$ cat src/rtl/regbank_pkg.sv
// Shared defaults, derived widths and packed port types for the scoreboarded register bank.
// Optional read-after-write forwarding is selected with REGBANK_SB_BYPASS_EN.
package regbank_pkg;

  localparam int NUMREGS_D   = 32;
  localparam int DATAWIDTH_D = 32;
  localparam int NUMRP_D     = 2;
  localparam int NUMWP_D     = 2;

  localparam int ADDR_W = $clog2(NUMREGS_D);
  localparam int CNT_W  = $clog2(NUMREGS_D + 1);

  typedef logic [ADDR_W-1:0]                     addr_t;
  typedef logic [DATAWIDTH_D-1:0]                data_t;
  typedef logic [CNT_W-1:0]                      cnt_t;
  typedef logic [NUMRP_D-1:0][ADDR_W-1:0]        raddr_t;
  typedef logic [NUMRP_D-1:0][DATAWIDTH_D-1:0]   rdata_t;
  typedef logic [NUMWP_D-1:0][ADDR_W-1:0]        waddr_t;
  typedef logic [NUMWP_D-1:0][DATAWIDTH_D-1:0]   wdata_t;

endpackage

$ cat src/rtl/regbank_sb_scoreboard.sv
// Pending-producer bits with alloc-over-write priority and a registered popcount.
// Register 0 is never marked busy, so the count tops out at NUMREGS-1.
module regbank_sb_scoreboard
  import regbank_pkg::*;
#(
  parameter int NUMREGS = NUMREGS_D,
  parameter int NUMWP   = NUMWP_D,
  localparam int AW     = $clog2(NUMREGS),
  localparam int CW     = $clog2(NUMREGS + 1)
) (
  input  logic                      clk,
  input  logic                      rst,
  input  logic [NUMWP-1:0]          we,
  input  logic [NUMWP-1:0][AW-1:0]  waddr,
  input  logic                      alloc,
  input  logic [AW-1:0]             alloc_addr,
  output logic [NUMREGS-1:0]        busy,
  output logic [CW-1:0]             busy_cnt
);

  logic [NUMREGS-1:0] busy_next;
  logic [CW-1:0]      cnt_next;

  // Writes retire producers first; an alloc in the same cycle then re-arms the bit.
  always_comb begin
    busy_next = busy;
    for (int w = 0; w < NUMWP; w++) begin
      if (we[w] && waddr[w] != '0) busy_next[waddr[w]] = 1'b0;
    end
    if (alloc && alloc_addr != '0) busy_next[alloc_addr] = 1'b1;
    busy_next[0] = 1'b0;
    cnt_next = '0;
    for (int i = 0; i < NUMREGS; i++) begin
      cnt_next = cnt_next + CW'(busy_next[i]);
    end
  end

  always_ff @(posedge clk or posedge rst) begin
    if (rst) begin
      busy     <= '0;
      busy_cnt <= '0;
    end else begin
      busy     <= busy_next;
      busy_cnt <= cnt_next;
    end
  end

endmodule

$ cat src/rtl/regbank_sb.sv
// Multi-ported register bank (x0 hardwired to zero) with a pending-producer scoreboard.
// Define REGBANK_SB_BYPASS_EN to forward same-cycle write data to the read ports.
module regbank_sb
  import regbank_pkg::*;
#(
  parameter int NUMREGS   = NUMREGS_D,
  parameter int DATAWIDTH = DATAWIDTH_D,
  parameter int NUMRP     = NUMRP_D,
  parameter int NUMWP     = NUMWP_D,
  localparam int AW       = $clog2(NUMREGS),
  localparam int CW       = $clog2(NUMREGS + 1)
) (
  input  logic                            clk_i,
  input  logic                            rst_i,
  input  logic [NUMRP-1:0]                re_i,
  input  logic [NUMRP-1:0][AW-1:0]        raddr_i,
  output logic [NUMRP-1:0][DATAWIDTH-1:0] rdata_o,
  output logic [NUMRP-1:0]                rbusy_o,
  input  logic [NUMWP-1:0]                we_i,
  input  logic [NUMWP-1:0][AW-1:0]        waddr_i,
  input  logic [NUMWP-1:0][DATAWIDTH-1:0] wdata_i,
  input  logic                            alloc_i,
  input  logic [AW-1:0]                   alloc_addr_i,
  output logic [CW-1:0]                   busy_cnt_o,
  output logic                            werr_o,
  input  logic                            clr_err_i
);

  logic [DATAWIDTH-1:0] regs [NUMREGS];
  logic [NUMREGS-1:0]   busy;
  logic                 collide;

  regbank_sb_scoreboard #(
    .NUMREGS (NUMREGS),
    .NUMWP   (NUMWP)
  ) u_scoreboard (
    .clk        (clk_i),
    .rst        (rst_i),
    .we         (we_i),
    .waddr      (waddr_i),
    .alloc      (alloc_i),
    .alloc_addr (alloc_addr_i),
    .busy       (busy),
    .busy_cnt   (busy_cnt_o)
  );

  // Ascending port order makes the higher-indexed port win on a shared address.
  always_ff @(posedge clk_i or posedge rst_i) begin
    if (rst_i) begin
      for (int i = 0; i < NUMREGS; i++) regs[i] <= '0;
    end else begin
      for (int w = 0; w < NUMWP; w++) begin
        if (we_i[w] && waddr_i[w] != '0) regs[waddr_i[w]] <= wdata_i[w];
      end
    end
  end

  always_comb begin
    collide = 1'b0;
    for (int i = 0; i < NUMWP; i++) begin
      for (int j = i + 1; j < NUMWP; j++) begin
        if (we_i[i] && we_i[j] && waddr_i[i] == waddr_i[j] && waddr_i[i] != '0)
          collide = 1'b1;
      end
    end
  end

  // Set has priority over clear so a collision in the clearing cycle is not lost.
  always_ff @(posedge clk_i or posedge rst_i) begin
    if (rst_i)          werr_o <= 1'b0;
    else if (collide)   werr_o <= 1'b1;
    else if (clr_err_i) werr_o <= 1'b0;
  end

  always_comb begin
    for (int p = 0; p < NUMRP; p++) begin
      rdata_o[p] = '0;
      rbusy_o[p] = 1'b0;
      if (re_i[p] && !rst_i) begin
        rdata_o[p] = regs[raddr_i[p]];
        rbusy_o[p] = busy[raddr_i[p]];
`ifdef REGBANK_SB_BYPASS_EN
        begin
          logic hit;
          hit = 1'b0;
          for (int w = 0; w < NUMWP; w++) begin
            if (we_i[w] && waddr_i[w] != '0 && waddr_i[w] == raddr_i[p]) begin
              rdata_o[p] = wdata_i[w];
              hit        = 1'b1;
            end
          end
          // A forwarded value satisfies the reader unless a new producer issues now.
          if (hit) rbusy_o[p] = alloc_i && (alloc_addr_i == raddr_i[p]);
        end
`endif
      end
    end
  end

endmodule
$ cat config.mk
export PLATFORM = sky130hd
export DESIGN_NAME = regbank_sb
export DESIGN_NICKNAME = d
export VERILOG_FILES = /design/src/rtl/regbank_pkg.sv /design/src/rtl/regbank_sb_scoreboard.sv /design/src/rtl/regbank_sb.sv
export SDC_FILE = /design/constraint.sdc
export NUM_CORES = 2
export LEC_CHECK = 0
export ABC_AREA = 0
export CORE_ASPECT_RATIO = 0.5
export CORE_UTILIZATION = 25
export CTS_BUF_LIST = sky130_fd_sc_hd__clkbuf_16
export CTS_CLUSTER_SIZE = 12
export DETAILED_ROUTE_END_ITERATION = 8
export PLACE_DENSITY = 0.48
export SETUP_SLACK_MARGIN = 0.4
export SLEW_MARGIN = 20
export SYNTH_ARGS = -nofsm -noshare
export SYNTH_HDL_FRONTEND = slang
export SYNTH_HIERARCHICAL = 1
export SYNTH_SLANG_ARGS = --single-unit
$ cat constraint.sdc
create_clock -name clk_i -period 83.8 [get_ports clk_i]
set_clock_uncertainty 0.1 [all_clocks]
set_input_delay 25.14 -clock clk_i [delete_from_list [all_inputs] [get_ports clk_i]]
set_output_delay 25.14 -clock clk_i [all_outputs]
set_load 0.01 [all_outputs]
After elaboration in Yosys (flattened, before gate mapping)
Cells that the tools add are included.

cells by class
  reductions and logical operators = 18
  bitwise logic cells = 9
  divide/modulo/power cells = 0
  shift-type cells = 0
  order comparisons = 14
  eq/ne operators = 1
  add/subtract/negate cells = 30
  muxes and demuxes = 34
  multiply operators = 0

operators by type and width
  operator              count
  $bwmux W1024          2
  $mux W1024            2
  $mux W32              11
  $bmux W32 S5          2
  $demux W32 S5         2
  $add A6 B1 Y6         29
  $and A32 B32 Y32      2
  $not A32 Y32          2
  $or A32 B32 Y32       1
  $lt A5 B6 Y1 const B  5
  $ge A6 B6 Y1 const B  4
  $not A5 Y6            4
  $demux W1 S5          3
  $ge A5 B1 Y1 const B  3
  $reduce_bool A5 Y1    3
  $logic_and A1 B1 Y1   13
  $lt A6 B1 Y1 const B  2
  $bmux W1 S5           2
  $mux W1               10
  $eq A5 B5 Y1          1
  $add A1 B1 Y2         1
  $reduce_bool A2 Y1    1
  $logic_not A1 Y1      1

storage, ports and cells
  register bits after elaboration = 1,062
  memory bits (writable) = 0
  memory bits (read-only) = 0
  output and inout bits = 73
  memories kept = 0
  bits in latches = 0
  input bits = 97

Depth between registers and ports, before layout
  depth in word-level cells = 41
  gate-level depth with buffers = 19
  depth with buffers taken out = 18

Modules after synthesis
Netlist, hierarchy kept.

by module, submodules not included
  module                 seq. area each (um2)  times used  cells each  area an instance (um2)
  regbank_sb             25,649.6              1           5,960       64,211.6
  regbank_sb_scoreboard  925.9                 1           244         2,642.5

Worst setup path after synthesis
OpenSTA, ideal clock, no wires.

  path type = input -> output
  from = input rst_i
  to = output rbusy_o[0]
  required time = 58,560 ps
  cell stages on the path = 4
  buffers on the path = 0
  slack = 8,202 ps
  arrival = 50,358 ps
  cell sequence = inv_1 nand2_1 a221o_1 a31oi_1

between the ends
  word-level cells in the longest chain between the ends = 3

ends and longest elaborated chain
  item                        RTL line          source
  start, declared             regbank_sb.sv:14  input logic rst_i,
  $logic_not A1 Y1 (no line)  n/a
  $logic_and A1 B1 Y1         regbank_sb.sv:79  if (re_i[p] && !rst_i) begin
  $mux W1                     regbank_sb.sv:79
  end, declared               regbank_sb.sv:18  output logic [NUMRP-1:0] rbusy_o,

No other way between the ends.

==> PnR_summary.wiki <==
{| class="wikitable"
! Metric !! Value
|-
| Pin count of the biggest net entering global routing || 153
|-
| CTS Buffer Depth || 3
|-
| Post-synthesis cell area || 0.0669 sq mm
|-
| Most frequent cell on the critical path || sky130_fd_sc_hd__buf_4
|-
| Antenna violation net count after detailed routing || 0
|-
| Source-to-sink clock delay at the later pin of the worst-skew pair || 780 ps
|-
| TritonCTS Sinks || 1,062
|-
| Area post-placement || 0.0713 sq mm
|-
| Asr flop ratio synth || 100%
|-
| Number of antenna violations at the first check in global routing || 13
|-
| Drt total wl || 300,000 um
|-
| Number of CTS-inserted buffers || 121
|-
| Tightest slew margin relative to the limit || 17.8%
|-
| Detailed Place HPWL || 170,000 um
|-
| Slowest stage cell, crit path || sky130_fd_sc_hd__buf_4
|-
| Average cell area after synthesis || 10.8 sq um
|-
| Required @ worst endpoint || 58,560 ps
|-
| CTS tree || yes
|-
| PnR Total Power || 1.82 mW
|-
| Share of synthesized area occupied by flip-flops and latches || 39.8%
|-
| Setup crit start kind || input port
|-
| Post-synthesis register bit count || 1,062
|-
| Clk pin slew, worst setup/hold paths || 60 ps
|-
| Actual slew at the worst max-slew pin || 1230 ps
|-
| Largest cells by area after synthesis || sky130_fd_sc_hd__dfrtp_1 40%, sky130_fd_sc_hd__mux2i_1 18%, sky130_fd_sc_hd__mux4_2 16%, sky130_fd_sc_hd__a21oi_1 3.9%, sky130_fd_sc_hd__o21ai_0 3.6%
|-
| Endpoint class of the critical path || output pin
|-
| Reg-to-reg startpoint || u_scoreboard/busy[27]
|-
| Gate count of the mapped netlist || 6,204
|-
| CTS resizes || 0
|-
| Total I/O pin count || 170
|-
| Max-cap viol count || 0
|-
| Status || completed
|-
| Number of library cell types mapped by synthesis || 57
|-
| Wire per inst || 31.5 um
|-
| Leading cell type in the layout, fill and taps excluded || sky130_fd_sc_hd__mux2i_1
|-
| Fillcell total || 27.1k
|-
| Ratio of total power to cell area || 24.3 mW/mm^2
|-
| Sum of negative setup slack || 0 ps
|-
| Iteration count of the initial detailed-routing pass || 8
|-
| Total global routing overflow || 0
|-
| DRC violation count after routing || 0
|-
| Setup CP Type || in -> out
|-
| Core Box Area || 0.264 sq mm
|-
| Period minus WS final || 54,810 ps
|-
| Worst Setup Slack, final || 28,990 ps
|-
| Number of H-tree branching levels || 3
|-
| Post-synth top area cell || sky130_fd_sc_hd__dfrtp_1
|-
| Highest achievable clock rate || 0.0182 GHz
|-
| Hold Crit Start || regs[997]
|-
| Number of placement rows || 133
|-
| Critical Path, Cell by Cell || buf_8 -> buf_4 -> buf_4 -> mux4_2 -> mux2i_1 -> a221o_1 -> a31oi_1 -> clkdlybuf4s50_1
|-
| Cell at the root of the clock tree || sky130_fd_sc_hd__clkbuf_16
|-
| Synth Net Count || 6,331
|-
| Total GRT Usage || 21.6%
|-
| Leakage power total || 31.9 nW
|-
| Vias in the first global route || 50.3k
|-
| Routed via count || 53.5k
|-
| Hold violation count in the final report || 0
|-
| Drt first-iter violations || 7,226
|-
| Synthesis warning total || 6
|-
| Port-buffer cells || 169
|-
| Final non-filler cell area || 0.0749 sq mm
|-
| Top_reg_cell synth || sky130_fd_sc_hd__dfrtp_1
|-
| Die outline width || 733 um
|-
| Post-placement worst setup slack || 29,120 ps
|-
| Cell class contributing the biggest share of worst-path delay || buffers and inverters
|-
| Biggest cell delay along the critical path || 840 ps
|-
| Area fraction of the dominant cell type after synthesis || 39.8%
|-
| Full die area || 0.270 sq mm
|-
| Timing startpoint of the critical path || raddr_i[2]
|-
| Max IR drop VDD || 49.1 uV
|-
| DR vias/cell || 5.60
|-
| Most frequent cells in the layout || 1,212 x sky130_fd_sc_hd__mux2i_1, 1,062 x sky130_fd_sc_hd__dfrtp_1, 550 x sky130_fd_sc_hd__nand2_1, 531 x sky130_fd_sc_hd__nor2_1, 515 x sky130_fd_sc_hd__a21oi_1
|-
| Gp weighted congestion || 0.834
|-
| Data arrival, critical path || 29,570 ps
|-
| Hold Buf Count CTS || 0
|-
| Layout Nets || 6,068
|-
| Share of the clock period used by the worst path after layout || 65.4%
|-
| Final core utilization || 28.3%
|-
| Post-synth EDFFs || 0
|-
| Final number of max-transition violations || 0
|-
| Final setup viols || 0
|-
| Number of buffers and inverters on the critical path || 4
|-
| Height of the die || 368 um
|-
| Initial core utilization || 25.3%
|-
| Setup repair after global routing missed its margin || no
|-
| Tightest Hold Check Type || reg -> reg
|-
| Share of final-layout standard cells stronger than drive strength 1 || 15.1%
|-
| Buffers inserted by post-CTS timing repair || 0
|-
| Area growth, synth to finish || 12.1%
|-
| Wire length of the first global-routing pass || 420,000 um
|-
| Crit path max fanout || 64
|}
[layer usage]
| metal | track usage, % | vias to the layer above | share of wire [%] |
|---|---|---|---|
| li1 | - | 22400 | - |
| met1 | 30.3 | 27600 | 43 |
| met2 | 32.3 | 2928 | 44 |
| met3 | 5.39 | 591 | 9.8 |
| met4 | 7.62 | 6 | 4.0 |
| met5 | 0 | - | 0.0090 |
[registers in the layout, summed over array words and instances (netlist names)]
register	cells
werr_o	1
u_scoreboard/busy	31
u_scoreboard/busy_cnt	6
regs	1024
[worst register-to-register path, stage by stage, from the launching register on]
cell	delay [ps]
sky130_fd_sc_hd__dfrtp_1	390
sky130_fd_sc_hd__a22o_1	260
sky130_fd_sc_hd__fa_1	540
sky130_fd_sc_hd__inv_1	60
sky130_fd_sc_hd__fa_1	510
sky130_fd_sc_hd__fa_1	490
sky130_fd_sc_hd__inv_1	50
sky130_fd_sc_hd__fa_1	560
sky130_fd_sc_hd__inv_1	60
sky130_fd_sc_hd__fa_1	470
sky130_fd_sc_hd__fa_1	510
sky130_fd_sc_hd__inv_1	50
sky130_fd_sc_hd__fa_1	490
sky130_fd_sc_hd__fa_1	490
sky130_fd_sc_hd__a21o_1	170
sky130_fd_sc_hd__a21oi_1	170
sky130_fd_sc_hd__xnor2_1	150
[cells by family after synthesis]
logic type / after synthesis / share of synthesized area [%]
buffers and inverters: 778 / 5.57
XOR/XNOR: 8 / 0.105
multiplexers: 1674 / 33.7
AND/OR/NAND/NOR: 1233 / 7.59
flip-flops: 1062 / 39.8
other: 1 / 0.00561
adder cells (fa/ha/maj): 30 / 0.820
AO/OA/AOI/OAI: 1418 / 12.5
[metrics by stage]
stage          instances  hold WS (ps)
3_3_place_gp        9326           278
3_5_place_dp        9326           283
6_report            9543           293
2_1_floorplan       6204           341
4_1_cts             9535           296
5_1_grt             9539           308
[path summary, 6_finish.rpt]
path                            slack (ps)  cells past startpoint                       end
min in group asynchronous            24850                      2                 regs[391]
worst min-delay path                   290                      0                 regs[997]
worst max-delay path                 28990                      8                rdata_o[8]
worst max register to register       78230                     16  u_scoreboard/busy_cnt[4]
worst min register to register         290                      0                 regs[997]
max in group asynchronous            55660                      5                 regs[179]
[final cells by class]
| cell class | instances | area, sq um | area share (%) |
|---|---|---|---|
| Inverter | 27 | 114 | 0.152 |
| Clock inverter | 86 | 498 | 0.664 |
| Timing Repair Buffer | 365 | 3220 | 4.30 |
| Clock buffer | 123 | 3080 | 4.11 |
| Multi-Input combinational cell | 4364 | 37100 | 49.4 |
| Tap cell | 3510 | 4390 | 5.86 |
| Antenna cell | 6 | 15.0 | 0.0200 |
| Sequential cell | 1062 | 26600 | 35.5 |
[cell usage after synthesis (all sizes together) (23+ instances only)]
| library cell | number |
|---|---|
| buf | 288 |
| a32oi | 56 |
| nand2 | 575 |
| dfrtp | 1062 |
| fa | 23 |
| o21ai | 528 |
| a31oi | 69 |
| a221o | 66 |
| mux4 | 462 |
| a22oi | 82 |
| mux2i | 1212 |
| clkbuf | 463 |
| a221oi | 50 |
| a21oi | 515 |
| nor2 | 561 |
| inv | 27 |
[power breakdown]
group          switching [mW]  leakage (nW)  internal (mW)
Combinational           0.273          17.0          0.281
Sequential              0.108          13.0          0.649
Clock                   0.235          1.90          0.277
Total                   0.616          31.9           1.21
Power figures use the tool's default switching activity.
